**src/rtl/pcie_rx_gpio_wr.sv**
```systemverilog
// pcie_rx_gpio_wr: watches the 16-bit PCIe receive stream, decodes single-DW
// 3DW memory writes to two 32-bit GPIO registers, returns flow-control
// credits for every TLP that ends and counts TLPs it had to discard.
// The payload arrives in wire byte order (byte lane 0 in bits [31:24]);
// byte lane i, enabled by first-DW BE bit i, lands in register bits [8i+7:8i].
module pcie_rx_gpio_wr #(
  parameter int         BAR_IDX = 0,
  parameter logic [5:0] OFS_A   = 6'h00,
  parameter logic [5:0] OFS_B   = 6'h01
) (
  input  logic        clk,
  input  logic        perstn,
  input  logic [15:0] rx_data,
  input  logic        rx_st,
  input  logic        rx_end,
  input  logic [6:0]  rx_bar_hit,
  output logic [31:0] gpio_a,
  output logic [31:0] gpio_b,
  output logic        wr_pulse,
  output logic        ph_processed,
  output logic        nph_processed,
  output logic        pd_processed,
  output logic [7:0]  pd_num,
  output logic [7:0]  drop_cnt
);

  typedef enum logic [1:0] {IDLE, HDR, DATA, DROP} state_t;

  state_t      state;
  logic [2:0]  cnt;       // index of the word arriving this cycle (w1..w7)

  // Header and payload fields captured from the current TLP
  logic [7:0]  fmt_type;
  logic [9:0]  len;       // 0 until w1 arrives
  logic [3:0]  be;
  logic [5:0]  ofs;
  logic        bar_ok;
  logic [15:0] data_hi;

  logic        busy, abandon, finish, accept, one_word, credit;
  logic        hdr_ok, posted, with_data, ofs_hit;
  logic [9:0]  credit_len;
  logic [10:0] len_dw, len_rnd;
  logic [7:0]  pd_sat;
  logic [1:0]  drop_inc;
  logic [8:0]  drop_sum;
  logic [31:0] payload, merged_a, merged_b;

  assign busy      = (state != IDLE);
  assign abandon   = busy & rx_st;             // new rx_st cuts the current TLP short
  assign finish    = busy & ~rx_st & rx_end;   // current TLP ends on this word
  assign accept    = finish & (state == DATA) & (cnt == 3'd7);
  assign one_word  = rx_st & rx_end;
  assign credit    = abandon | finish;
  assign hdr_ok    = (fmt_type == 8'h40) && (len == 10'd1) && bar_ok;
  assign with_data = fmt_type[6];
  assign posted    = fmt_type[6] | (fmt_type[4:3] == 2'b10);
  assign ofs_hit   = (ofs == OFS_A) || (ofs == OFS_B);

  // Length seen by the credit logic: w1 is still on the bus if the TLP ends there
  assign credit_len = (finish && state == HDR && cnt == 3'd1) ? rx_data[9:0] : len;
  assign len_dw     = (credit_len == 10'd0) ? 11'd1024 : {1'b0, credit_len};
  assign len_rnd    = len_dw + 11'd3;
  assign pd_sat     = len_rnd[10] ? 8'hFF : len_rnd[9:2];

  assign drop_inc = {1'b0, abandon} + {1'b0, finish & ~accept} + {1'b0, one_word};
  assign drop_sum = {1'b0, drop_cnt} + {7'd0, drop_inc};

  assign payload = {data_hi, rx_data};

  // Byte-enable merge of the incoming payload into both registers
  always_comb begin
    // NOTE: both outputs get a full default first so no latch can be inferred.
    merged_a = gpio_a;
    merged_b = gpio_b;
    for (int i = 0; i < 4; i++) begin
      if (be[i]) begin
        merged_a[8*i +: 8] = payload[31-8*i -: 8];
        merged_b[8*i +: 8] = payload[31-8*i -: 8];
      end
    end
  end

  // Receive FSM, register writes, credit pulses and drop counter
  always_ff @(posedge clk) begin
    // NOTE: non-blocking assignments throughout so every register sees pre-edge values.
    if (!perstn) begin
      state         <= IDLE;
      cnt           <= 3'd0;
      gpio_a        <= 32'h0000_0000;
      gpio_b        <= 32'h0000_0000;
      wr_pulse      <= 1'b0;
      ph_processed  <= 1'b0;
      nph_processed <= 1'b0;
      pd_processed  <= 1'b0;
      pd_num        <= 8'h00;
      drop_cnt      <= 8'h00;
    end else begin
      wr_pulse      <= accept & ofs_hit;
      ph_processed  <= credit & posted;
      nph_processed <= credit & ~posted;
      pd_processed  <= credit & with_data;
      pd_num        <= (credit & with_data) ? pd_sat : 8'h00;
      drop_cnt      <= drop_sum[8] ? 8'hFF : drop_sum[7:0];
      if (accept && ofs == OFS_A) gpio_a <= merged_a;
      if (accept && ofs == OFS_B) gpio_b <= merged_b;

      if (rx_st) begin
        state <= rx_end ? IDLE : HDR;
        cnt   <= 3'd1;
      end else begin
        case (state)
          HDR: begin
            cnt <= cnt + 3'd1;
            if (rx_end)            state <= IDLE;
            else if (cnt == 3'd5)  state <= hdr_ok ? DATA : DROP;
          end
          DATA: begin
            cnt <= cnt + 3'd1;
            if (rx_end)            state <= IDLE;
            else if (cnt == 3'd7)  state <= DROP;
          end
          default: begin
            if (rx_end) state <= IDLE;
          end
        endcase
      end
    end
  end

  // Field capture from the word stream
  always_ff @(posedge clk) begin
    // NOTE: no reset here; every field is loaded by the current TLP before it is read.
    if (rx_st) begin
      fmt_type <= rx_data[15:8];
      bar_ok   <= |(rx_bar_hit & (7'd1 << BAR_IDX));
      len      <= 10'd0;
    end else if (state == HDR) begin
      if (cnt == 3'd1) len <= rx_data[9:0];
      if (cnt == 3'd3) be  <= rx_data[3:0];
      if (cnt == 3'd5) ofs <= rx_data[7:2];
    end else if (state == DATA && cnt == 3'd6) begin
      data_hi <= rx_data;
    end
  end

endmodule

```
**config.mk**
```make
export PLATFORM = sky130hd
export DESIGN_NAME = pcie_rx_gpio_wr
export DESIGN_NICKNAME = d
export VERILOG_FILES = /design/src/rtl/pcie_rx_gpio_wr.sv
export SDC_FILE = /design/constraint.sdc
export NUM_CORES = 1
export LEC_CHECK = 0
export ABC_AREA = 1
export CELL_PAD_IN_SITES_DETAIL_PLACEMENT = 1
export CELL_PAD_IN_SITES_GLOBAL_PLACEMENT = 1
export CORE_ASPECT_RATIO = 0.6
export CORE_MARGIN = 1.5
export CORE_UTILIZATION = 25
export DETAILED_ROUTE_END_ITERATION = 7
export PLACE_DENSITY = 0.62
export SLEW_MARGIN = 20
export SYNTH_ARGS = -nofsm -noshare
export SYNTH_HDL_FRONTEND = slang
export SYNTH_SLANG_ARGS = --single-unit
export TNS_END_PERCENT = 30
```
**constraint.sdc**
```tcl
create_clock -name clk -period 8.7 [get_ports clk]
set_input_delay 1.74 -clock clk [delete_from_list [all_inputs] [get_ports clk]]
set_output_delay 1.74 -clock clk [all_outputs]
set_load 0.01 [all_outputs]
```
==> flow_metrics.tcl <==
set metrics [dict create \
    timing.fmax_ghz 0.208 \
    clockRootBuffer "clkbuf_16" \
    setup_viol 0 \
    die_y_um 117 \
    wire_per_inst_um 16.2 \
    end_kind "flop" \
    hold_ws_ps 461 \
    vias 4550 \
    slew_headroom 0.397 \
    synth_cell_types 35 \
    total_leakage_power_nw 2.76 \
    final_cell_mix "nor2_1, clkdlybuf4s50_1, nand2_1" \
    drive_gt1_frac 0.0941 \
    cts_tree "done" \
    stdcell_count 1023 \
    final_common_cell "nor2_1" \
    setup.worst_path.class "primary input to flop" \
    cts_hold_buf 0 \
    avgSynthCellArea_um2 8.64 \
    period_share 0.553 \
    placed_cells 991 \
    synthFlopType "dfxtp_1" \
    worstMarginPinSlew_ps 897 \
    post-cts-setup-buffer-count 0 \
    nNetsFinal 770 \
    antennaDiodeCount 0 \
    drv_slew 0 \
    cp_common_cell "nor2_1" \
    io_pins 111 \
    crit_chain "clkdlybuf4s50_1 > nor2_4 > nand3_2 > inv_2 > nor2_1 > fa_1 > ha_1 > fa_1 > nand3_1 > nor2_1 > inv_1 > nor2_1 > inv_1 > a31oi_1" \
    multi_input_area_mm2 0.00207 \
    yosys_warnings 0 \
    drc 0 \
    slowest_stage "clkdlybuf4s50_1" \
    yosysTopAreaCell "dfxtp_1" \
    synth_enable_flop_cells 35 \
    critPathMaxStageDelay_ps 800 \
    seq_area_mm2 0.00303 \
    areaGrowthSynthToFinish_pct 36.1 \
    required_ps 9060 \
    cts_resized 0 \
    numCtsBuffers 17 \
    drv_cap 0 \
    grt_usage 0.154 \
    fp.coreArea_mm2 0.0210 \
    grt_start_max_net_pins 40 \
    power.density_mw_per_mm2 205 \
    fin_skew_ps 11.6 \
    path_clk_slew_ps 60 \
    gp_congestion 0.784 \
    outcome "finished clean" \
    avgViaCountPerCell 4.45 \
    synth_cells 622 \
    nFillCells 2440 \
    io_buffer_count 104 \
    ir_worst_vdd_v 0.000142 \
    die_x_um 192 \
    hold_class "flop to flop" \
    first_pass_iters 5 \
    overflow 0 \
    clk_path_buf_depth 2 \
    fin_crit_ps 4810 \
    dieArea_mm2 0.0224 \
    cts.sinks 134 \
    clock_latency_ps 430 \
    ys_seq_elements 134 \
    h-tree-depth 4 \
    start_kind "primary input" \
    ys_seq_area_frac 0.564 \
    crit_fanout 14 \
    grt_first_pass_wirelength_um 25300 \
    fp-row-count 41 \
    hpwl_um 11900 \
    floorplan.initialDensity 0.256 \
    antenna_found_initial 0 \
    async_reset_ff_frac 0 \
    synth_top_area_frac 0.369 \
    routed_wl_um 16500 \
    syn_area_mm2 0.00538 \
    ys_top_cells_by_area "dfxtp_1, edfxtp_1, nor2_1, nand2_1, nand3_1" \
    synth_fp_nets 661 \
    first_iter_violations 254 \
    fin_tns_setup_ps 0 \
    rsz0062_at_grt "false" \
    hold_violations 0 \
    grt_pass1_vias 4343 \
    arrival_ps 5170 \
    ant_nets 0 \
]
[power breakdown]
| group | switching [W] | total, W | internal, W |
|---|---|---|---|
| clock | 0.000295 | 0.000746 | 0.000451 |
| sequential | 0.00000793 | 0.000659 | 0.000651 |
| combinational | 0.0000605 | 0.0000963 | 0.0000358 |
[synthesized netlist by cell type (2+ instances only)]
library cell	number
nor2_1	110
nand2_1	100
dfxtp_1	99
nand3_1	51
o21ai_0	49
a21oi_1	45
inv_1	39
edfxtp_1	35
clkbuf_1	14
inv_2	11
ha_1	10
nor3_1	9
nand2_2	8
nor2_4	5
a211oi_1	4
o21ai_1	4
buf_4	3
nor2_2	3
nor4_1	3
clkinv_1	2
fa_1	2
nand3_2	2
or2_2	2
[logic make-up (layout without fill, tap and decap cells)]
logic type	Yosys count	count (layout)	synth area share
buf+inv	70	192	0.0524
compound gates	105	105	0.101
flops	134	134	0.564
simple gates	299	299	0.248
fa+ha+maj	12	12	0.0307
xor+xnor	2	2	0.00326
[worst paths after layout]
check                           startpoint          end  slack (ps)  cells past startpoint
worst max-delay path                 rx_st  drop_cnt[5]        3890                     14
worst min-delay path             gpio_a[4]    gpio_a[4]         460                      2
worst max register to register    state[0]  drop_cnt[5]        5380                     17
worst min register to register   gpio_a[4]    gpio_a[4]         460                      2
[worst max-delay path, delay by kind of cell]
| family | cells | cell delay, ps |
|---|---|---|
| adders and majority gates | 3 | 920 |
| AOI/OAI and AO/OA | 1 | 160 |
| and+or+nand+nor | 6 | 1220 |
| buffers and inverters | 4 | 1120 |
[layer usage]
layer / wire, µm / track usage
met1: 8860 / 0.227
met4: 190 / 0.0574
met3: 862 / 0.0406
met2: 6620 / 0.211
met5: 0 / 0
[stage by stage]
stage	setup WS [ps]	instance area (µm²)	power, W	utilization
after global routing	3570	7320	0.00156	0.348
after global placement	3470	6710	0.000768	0.319
after floorplan	4830	5380	0.000724	-
after CTS	3850	7320	0.00152	0.348
after detailed placement	3420	6710	0.000769	0.319
final	3890	7320	0.00150	0.348
[registers in the layout, summed over array words and instances (netlist names), 2 cells and up]
signal	flops
be	4
gpio_b	32
len	10
pd_num	8
ofs	6
drop_cnt	8
data_hi	16
cnt	3
state	2
gpio_a	32
fmt_type	8
[layout make-up]
| class | count | share of cell area |
|---|---|---|
| Multi-Input combinational cell | 418 | 0.282 |
| Inverter | 52 | 0.0267 |
| Sequential cell | 134 | 0.414 |
| Tap cell | 279 | 0.0477 |
| Timing Repair Buffer | 108 | 0.146 |
| Clock inverter | 15 | 0.0244 |
| Clock buffer | 17 | 0.0581 |
No activity file was read; power rests on OpenSTA's default activity.
==> edit 1: new RTL, same flow settings <==
Put one more register stage on the output `gpio_a`. The value now appears one clock later. The other outputs are not delayed to match.
--- a/src/rtl/pcie_rx_gpio_wr.sv
+++ b/src/rtl/pcie_rx_gpio_wr.sv
@@ -25,6 +25,8 @@
 );
 
   typedef enum logic [1:0] {IDLE, HDR, DATA, DROP} state_t;
+
+  logic [31:0] gpio_a_s0;
 
   state_t      state;
   logic [2:0]  cnt;       // index of the word arriving this cycle (w1..w7)
@@ -71,7 +73,7 @@
   // Byte-enable merge of the incoming payload into both registers
   always_comb begin
     // NOTE: both outputs get a full default first so no latch can be inferred.
-    merged_a = gpio_a;
+    merged_a = gpio_a_s0;
     merged_b = gpio_b;
     for (int i = 0; i < 4; i++) begin
       if (be[i]) begin
@@ -87,7 +89,7 @@
     if (!perstn) begin
       state         <= IDLE;
       cnt           <= 3'd0;
-      gpio_a        <= 32'h0000_0000;
+      gpio_a_s0     <= 32'h0000_0000;
       gpio_b        <= 32'h0000_0000;
       wr_pulse      <= 1'b0;
       ph_processed  <= 1'b0;
@@ -102,7 +104,7 @@
       pd_processed  <= credit & with_data;
       pd_num        <= (credit & with_data) ? pd_sat : 8'h00;
       drop_cnt      <= drop_sum[8] ? 8'hFF : drop_sum[7:0];
-      if (accept && ofs == OFS_A) gpio_a <= merged_a;
+      if (accept && ofs == OFS_A) gpio_a_s0 <= merged_a;
       if (accept && ofs == OFS_B) gpio_b <= merged_b;
 
       if (rx_st) begin
@@ -144,5 +146,9 @@
     end
   end
 
+  always_ff @(posedge clk) begin
+    gpio_a <= gpio_a_s0;
+  end
+
 endmodule
 
Function: changed (a bounded check fails within 10 cycles, from zero or initial values and one cycle with perstn low).
==> edit 1 against the unedited design <==
- die area grew 14%
- sequential cell count increased by 32
- synthesized area up 14%
- power up 13%
- non-clock buffer count unchanged
- largest cell class unchanged
- core utilization fell by 1.2 points
- setup slack better by 0.076 ns
- via count up 5.0%
- critical path depth did not move
- wire length rose by 6.6%
- final area up 11%
==> edit 1: results (changes against the unedited design) <==
| Metric | Value |
|---|---|
| Status | `finished clean` |
| R2r setup slk | `5.46 ns (+0.08 ns)` |
| Seq/Total Area, Yosys | `60.0% (+3.6 points)` |
| WHS Endpoint | `gpio_a[16]` |
| Grt met3 use | `4.02% (-0.039 points)` |
| Leak | `3.04 nW (+10%)` |
| First-pass GRT wire length | `27.8 mm (+9.6%)` |
| Area contributors post-synth | `dfxtp_1 43%, edfxtp_1 17%, nand2_1 7.0%` |
| Metal-1 WL | `9.64 mm (+8.8%)` |
| WL/cell | `15.9 um (-1.5%)` |
| GR met2 Demand/Resource | `19.5% (-1.6 points)` |
| Top Registers | `gpio_a (32), gpio_a_s0 (32), gpio_b (32)` |
| GPL Wtd Cong | `0.774 (-1.4%)` |
| Layout cells sized above 1 | `9.17% (-0.24 points)` |
| Cell-internal power | `1.30 mW (+14%)` |
| Family with the most delay on the worst path | `buffers and inverters` |
| Clock Skews | `0.00846 ns (-0.00309 ns)` |
| Nets | `811 (+5.3%)` |
| Critical Path Max Stage Delay | `0.83 ns (+0.03 ns)` |
| Top post-synthesis cells by count | `131 x dfxtp_1, 114 x nand2_1, 91 x nor2_1` |
| Met3 WL post-DR | `903 um (+4.8%)` |
| Total track usage | `14.6% (-0.81 points)` |
| Post-synthesis net count | `706 (+6.8%)` |
| P_seq | `0.803 mW (+22%)` |
| Met1 Use GR | `22.4% (-0.35 points)` |
| Hold path start | `gpio_a_s0[16]` |
| Crit share post-route | `54.4% (-0.87 points)` |
| Hold depth | `0 (-2)` |
| Clk pwr share | `46.8% (-2.9 points)` |
| Arr. time, crit path | `5.10 ns (-0.07 ns)` |
| Detailed Route Iter0 Violations | `210 (-17%)` |
| Worst-case vdd ir drop | `124 uV (-13%)` |
==> edit 1: changes by cell type after synthesis, sizes merged, moves of 2 or more <==
cell,unedited run,this run
a21oi,45,54
buf,4,7
clkinv,2,0
dfxtp,99,131
inv,50,60
nand2,109,127
nand4,1,3
nor2,118,99
nor4,3,1
o21ai,53,49
==> edit 1: cell type report <==
| class | count | area (um2) |
|---|---|---|
| clock buffer | 21 | 483 |
| clock inverter | 11 | 134 |
| fill | 2766 | 16000 |
| inverter | 60 | 228 |
| multi-input combinational | 419 | 2100 |
| sequential | 166 | 3670 |
| tap | 322 | 403 |
| timing repair buffer | 108 | 1070 |
==> edit 1: logic make-up (layout without fill, tap and decap cells) <==
| group | after synthesis | count (layout) | share of synthesized area (%) |
|---|---|---|---|
| adder cells (fa/ha/maj) | 12 | 12 | 2.70 |
| AND/OR/NAND/NOR | 295 | 295 | 22.0 |
| buffers and inverters | 82 | 200 | 5.76 |
| XOR/XNOR | 2 | 2 | 0.286 |
| AO/OA/AOI/OAI | 110 | 110 | 9.30 |
| flip-flops | 166 | 166 | 60.0 |
==> edit 1: through the flow <==
| step | std cells | hold WS, ns | utilization [%] | area [um2] | worst slack, ns |
|---|---|---|---|---|---|
| after global routing | 1107 | 0.358 | 33.6 | 8090 | 3.74 |
| after floorplan | 667 | 0.331 | - | 6120 | 4.84 |
| final | 1107 | 0.351 | 33.6 | 8090 | 3.96 |
| after CTS | 1107 | 0.350 | 33.6 | 8090 | 3.93 |
| after global placement | 1075 | 0.340 | 31.0 | 7480 | 3.54 |
| after detailed placement | 1075 | 0.339 | 31.0 | 7480 | 3.47 |
==> edit 2: new RTL, same settings <==
Made on the original files. Make the reset (`perstn`) asynchronous in one clocked block.
--- a/src/rtl/pcie_rx_gpio_wr.sv
+++ b/src/rtl/pcie_rx_gpio_wr.sv
@@ -82,7 +82,7 @@
   end
 
   // Receive FSM, register writes, credit pulses and drop counter
-  always_ff @(posedge clk) begin
+  always_ff @(posedge clk or negedge perstn) begin
     // NOTE: non-blocking assignments throughout so every register sees pre-edge values.
     if (!perstn) begin
       state         <= IDLE;
Function: differs if perstn is asserted again (counterexample within 4 cycles, from zero or initial values and one cycle with perstn low); with perstn held inactive, the same outputs for 10 cycles.
==> edit 2 against the unedited design <==
- setup slack worse by 0.071 ns
- sequential cell count unchanged
- critical path depth down 4
- wire length down 3.7%
- critical path type unchanged
- final area up 4.0%
- count of clock-buffer cells in the layout up 6
- critical endpoint is now drop_cnt[0]
- synthesized area up 5.2%
Power is not compared: it rests on default switching activity, and its combinational part moved more than twofold at a synthesized area within 25%.
==> edit 2: results (changes against the unedited design) <==
| Metric | Value |
|---|---|
| Status | `finished clean` |
| Synth warnings | `0 (unchanged)` |
| Clock Skews | `0.00755 ns (-0.00400 ns)` |
| DPL Wire Length | `12.0 mm (+0.55%)` |
| Antenna diodes | `0 (unchanged)` |
| Clk root buf | `clkbuf_16` |
| Worst slew pin tran | `0.743 ns (-0.154 ns)` |
| CP max FO | `15 (+1)` |
| Xor/xnor cell area share of the yosys netlist | `0% (-0.33 points)` |
| Arr. time, crit path | `5.19 ns (+0.02 ns)` |
| Compound-gate portion of the synthesized area | `11.6% (+1.5 points)` |
| Leak | `3.37 nW` |
| Placed instance area | `7010 um2 (+4.4%)` |
| Worst path slowest cell | `clkdlybuf4s50_1` |
| Top post-synthesis cells by count | `143 x nand2_1, 89 x dfrtp_1, 74 x inv_1` |
| Highest routed layer | `met4` |
| Post-synth EDFFs | `35 (unchanged)` |
| First-pass GRT wire length | `25.2 mm (-0.49%)` |
| IO Port Bufs | `104 (unchanged)` |
| CTS max path bufs | `2 (unchanged)` |
| Nets | `714 (-7.3%)` |
| GPL Wtd Cong | `0.827 (+5.4%)` |
| Mux contribution to synthesized area | `0% (unchanged)` |
| Antenna violations before repair | `0 (unchanged)` |
| Clock transition at path regs | `0.06 ns (about the same)` |
| Fill count | `2494 (+2.2%)` |
| Post-CTS sizing | `0 (unchanged)` |
| Hold_buf cts | `0 (unchanged)` |
| Synth unique cells | `35 (unchanged)` |
| Seq/Total Area, Yosys | `61.5% (+5.1 points)` |
| Total track usage | `14.4% (-0.99 points)` |
| WL met2 | `6.74 mm (+1.7%)` |
| Met3 WL post-DR | `692 um (-20%)` |
| Post-Syn Instances | `561 (-9.8%)` |
| Area contributors post-synth | `dfrtp_1 39%, edfxtp_1 19%, nand2_1 9.5%` |
| Placed Cells incl. Taps | `964 (-2.7%)` |
| Dpl ws | `3.30 ns (-0.121 ns)` |
| CTS buffer count | `17 (unchanged)` |
| Post-synth ARST share | `66.4% (+66 points)` |
| Layout cells sized above 1 | `12.1% (+2.7 points)` |
| WL/cell | `16.0 um (-1.1%)` |
| Detailed Route Iter0 Violations | `244 (-3.9%)` |
| Largest net degree at the start of global routing | `52 (+30%)` |
| Vias | `4299 (-5.5%)` |
| Most used DFF post-synth | `dfrtp_1` |
| Post-synthesis adder-cell area fraction | `2.92% (-0.15 points)` |
| DR pass1 iterations | `4 (-1)` |
| Hold Crit Class | `flop to flop` |
| Fin cells | `996 (-2.6%)` |
| Post-CTS setup buffers | `0 (unchanged)` |
| Setup TNS | `0 ns (unchanged)` |
| Clock Latency Late Sink | `~0.42 ns` |
| Metal-1 WL | `8.37 mm (-5.5%)` |
| Vias in the first global route | `4633 (+6.7%)` |
| Critical Path Max Stage Delay | `slightly below 0.8 ns` |
| Post-synthesis net count | `600 (-9.2%)` |
## edit 2: report_power, final
part | switching [mW] | leakage (nW) | internal [mW]
Clock | 0.281 | 0.291 | 0.442
Combinational | 0.165 | 1.46 | 0.112
Sequential | 0.0355 | 1.62 | 0.690
Total | 0.482 | 3.37 | 1.24
## edit 2: area by class of cell
cell class	count	area, um2	share of cell area (%)
Clock buffer	23	509	6.69
Timing Repair Buffer	106	1050	13.8
Clock inverter	9	90.1	1.18
Sequential cell	134	3480	45.7
Multi-Input combinational cell	342	1820	23.9
Tap cell	308	385	5.06
Inverter	74	278	3.65
## edit 2: final timing paths
kind | start | end | slack (ns) | cells past startpoint
max | rx_st | drop_cnt[0] | 3.82 | 10
min | gpio_b[20] | gpio_b[20] | 0.48 | 2
max reg2reg | cnt[0] | drop_cnt[0] | 5.80 | 9
min reg2reg | gpio_b[20] | gpio_b[20] | 0.48 | 2
max in group asynchronous | perstn | pd_num[5] | 6.36 | 2
min in group asynchronous | perstn | gpio_a[11] | 1.30 | 1
## edit 2: worst max-delay path: cells and delay by family
| family | cells | cell delay [ns] |
|---|---|---|
| buffers and inverters | 2 | 1.35 |
| AND/OR/NAND/NOR | 4 | 0.77 |
| AO/OA/AOI/OAI | 1 | 0.24 |
| adder cells (fa/ha/maj) | 3 | 1.08 |
## edit 2: per-layer routing
metal / GRT usage (%) / vias to the layer above
li1: - / 2046
met1: 20.5 / 2155
met2: 21.0 / 90
met3: 4.11 / 8
met4: 4.29 / 0
met5: 0 / -
## edit 2: cell families after synthesis
kind of cell             Yosys count
AND/OR/NAND/NOR                  226
flip-flops                       134
AO/OA/AOI/OAI                    104
buffers and inverters             85
adder cells (fa/ha/maj)           12
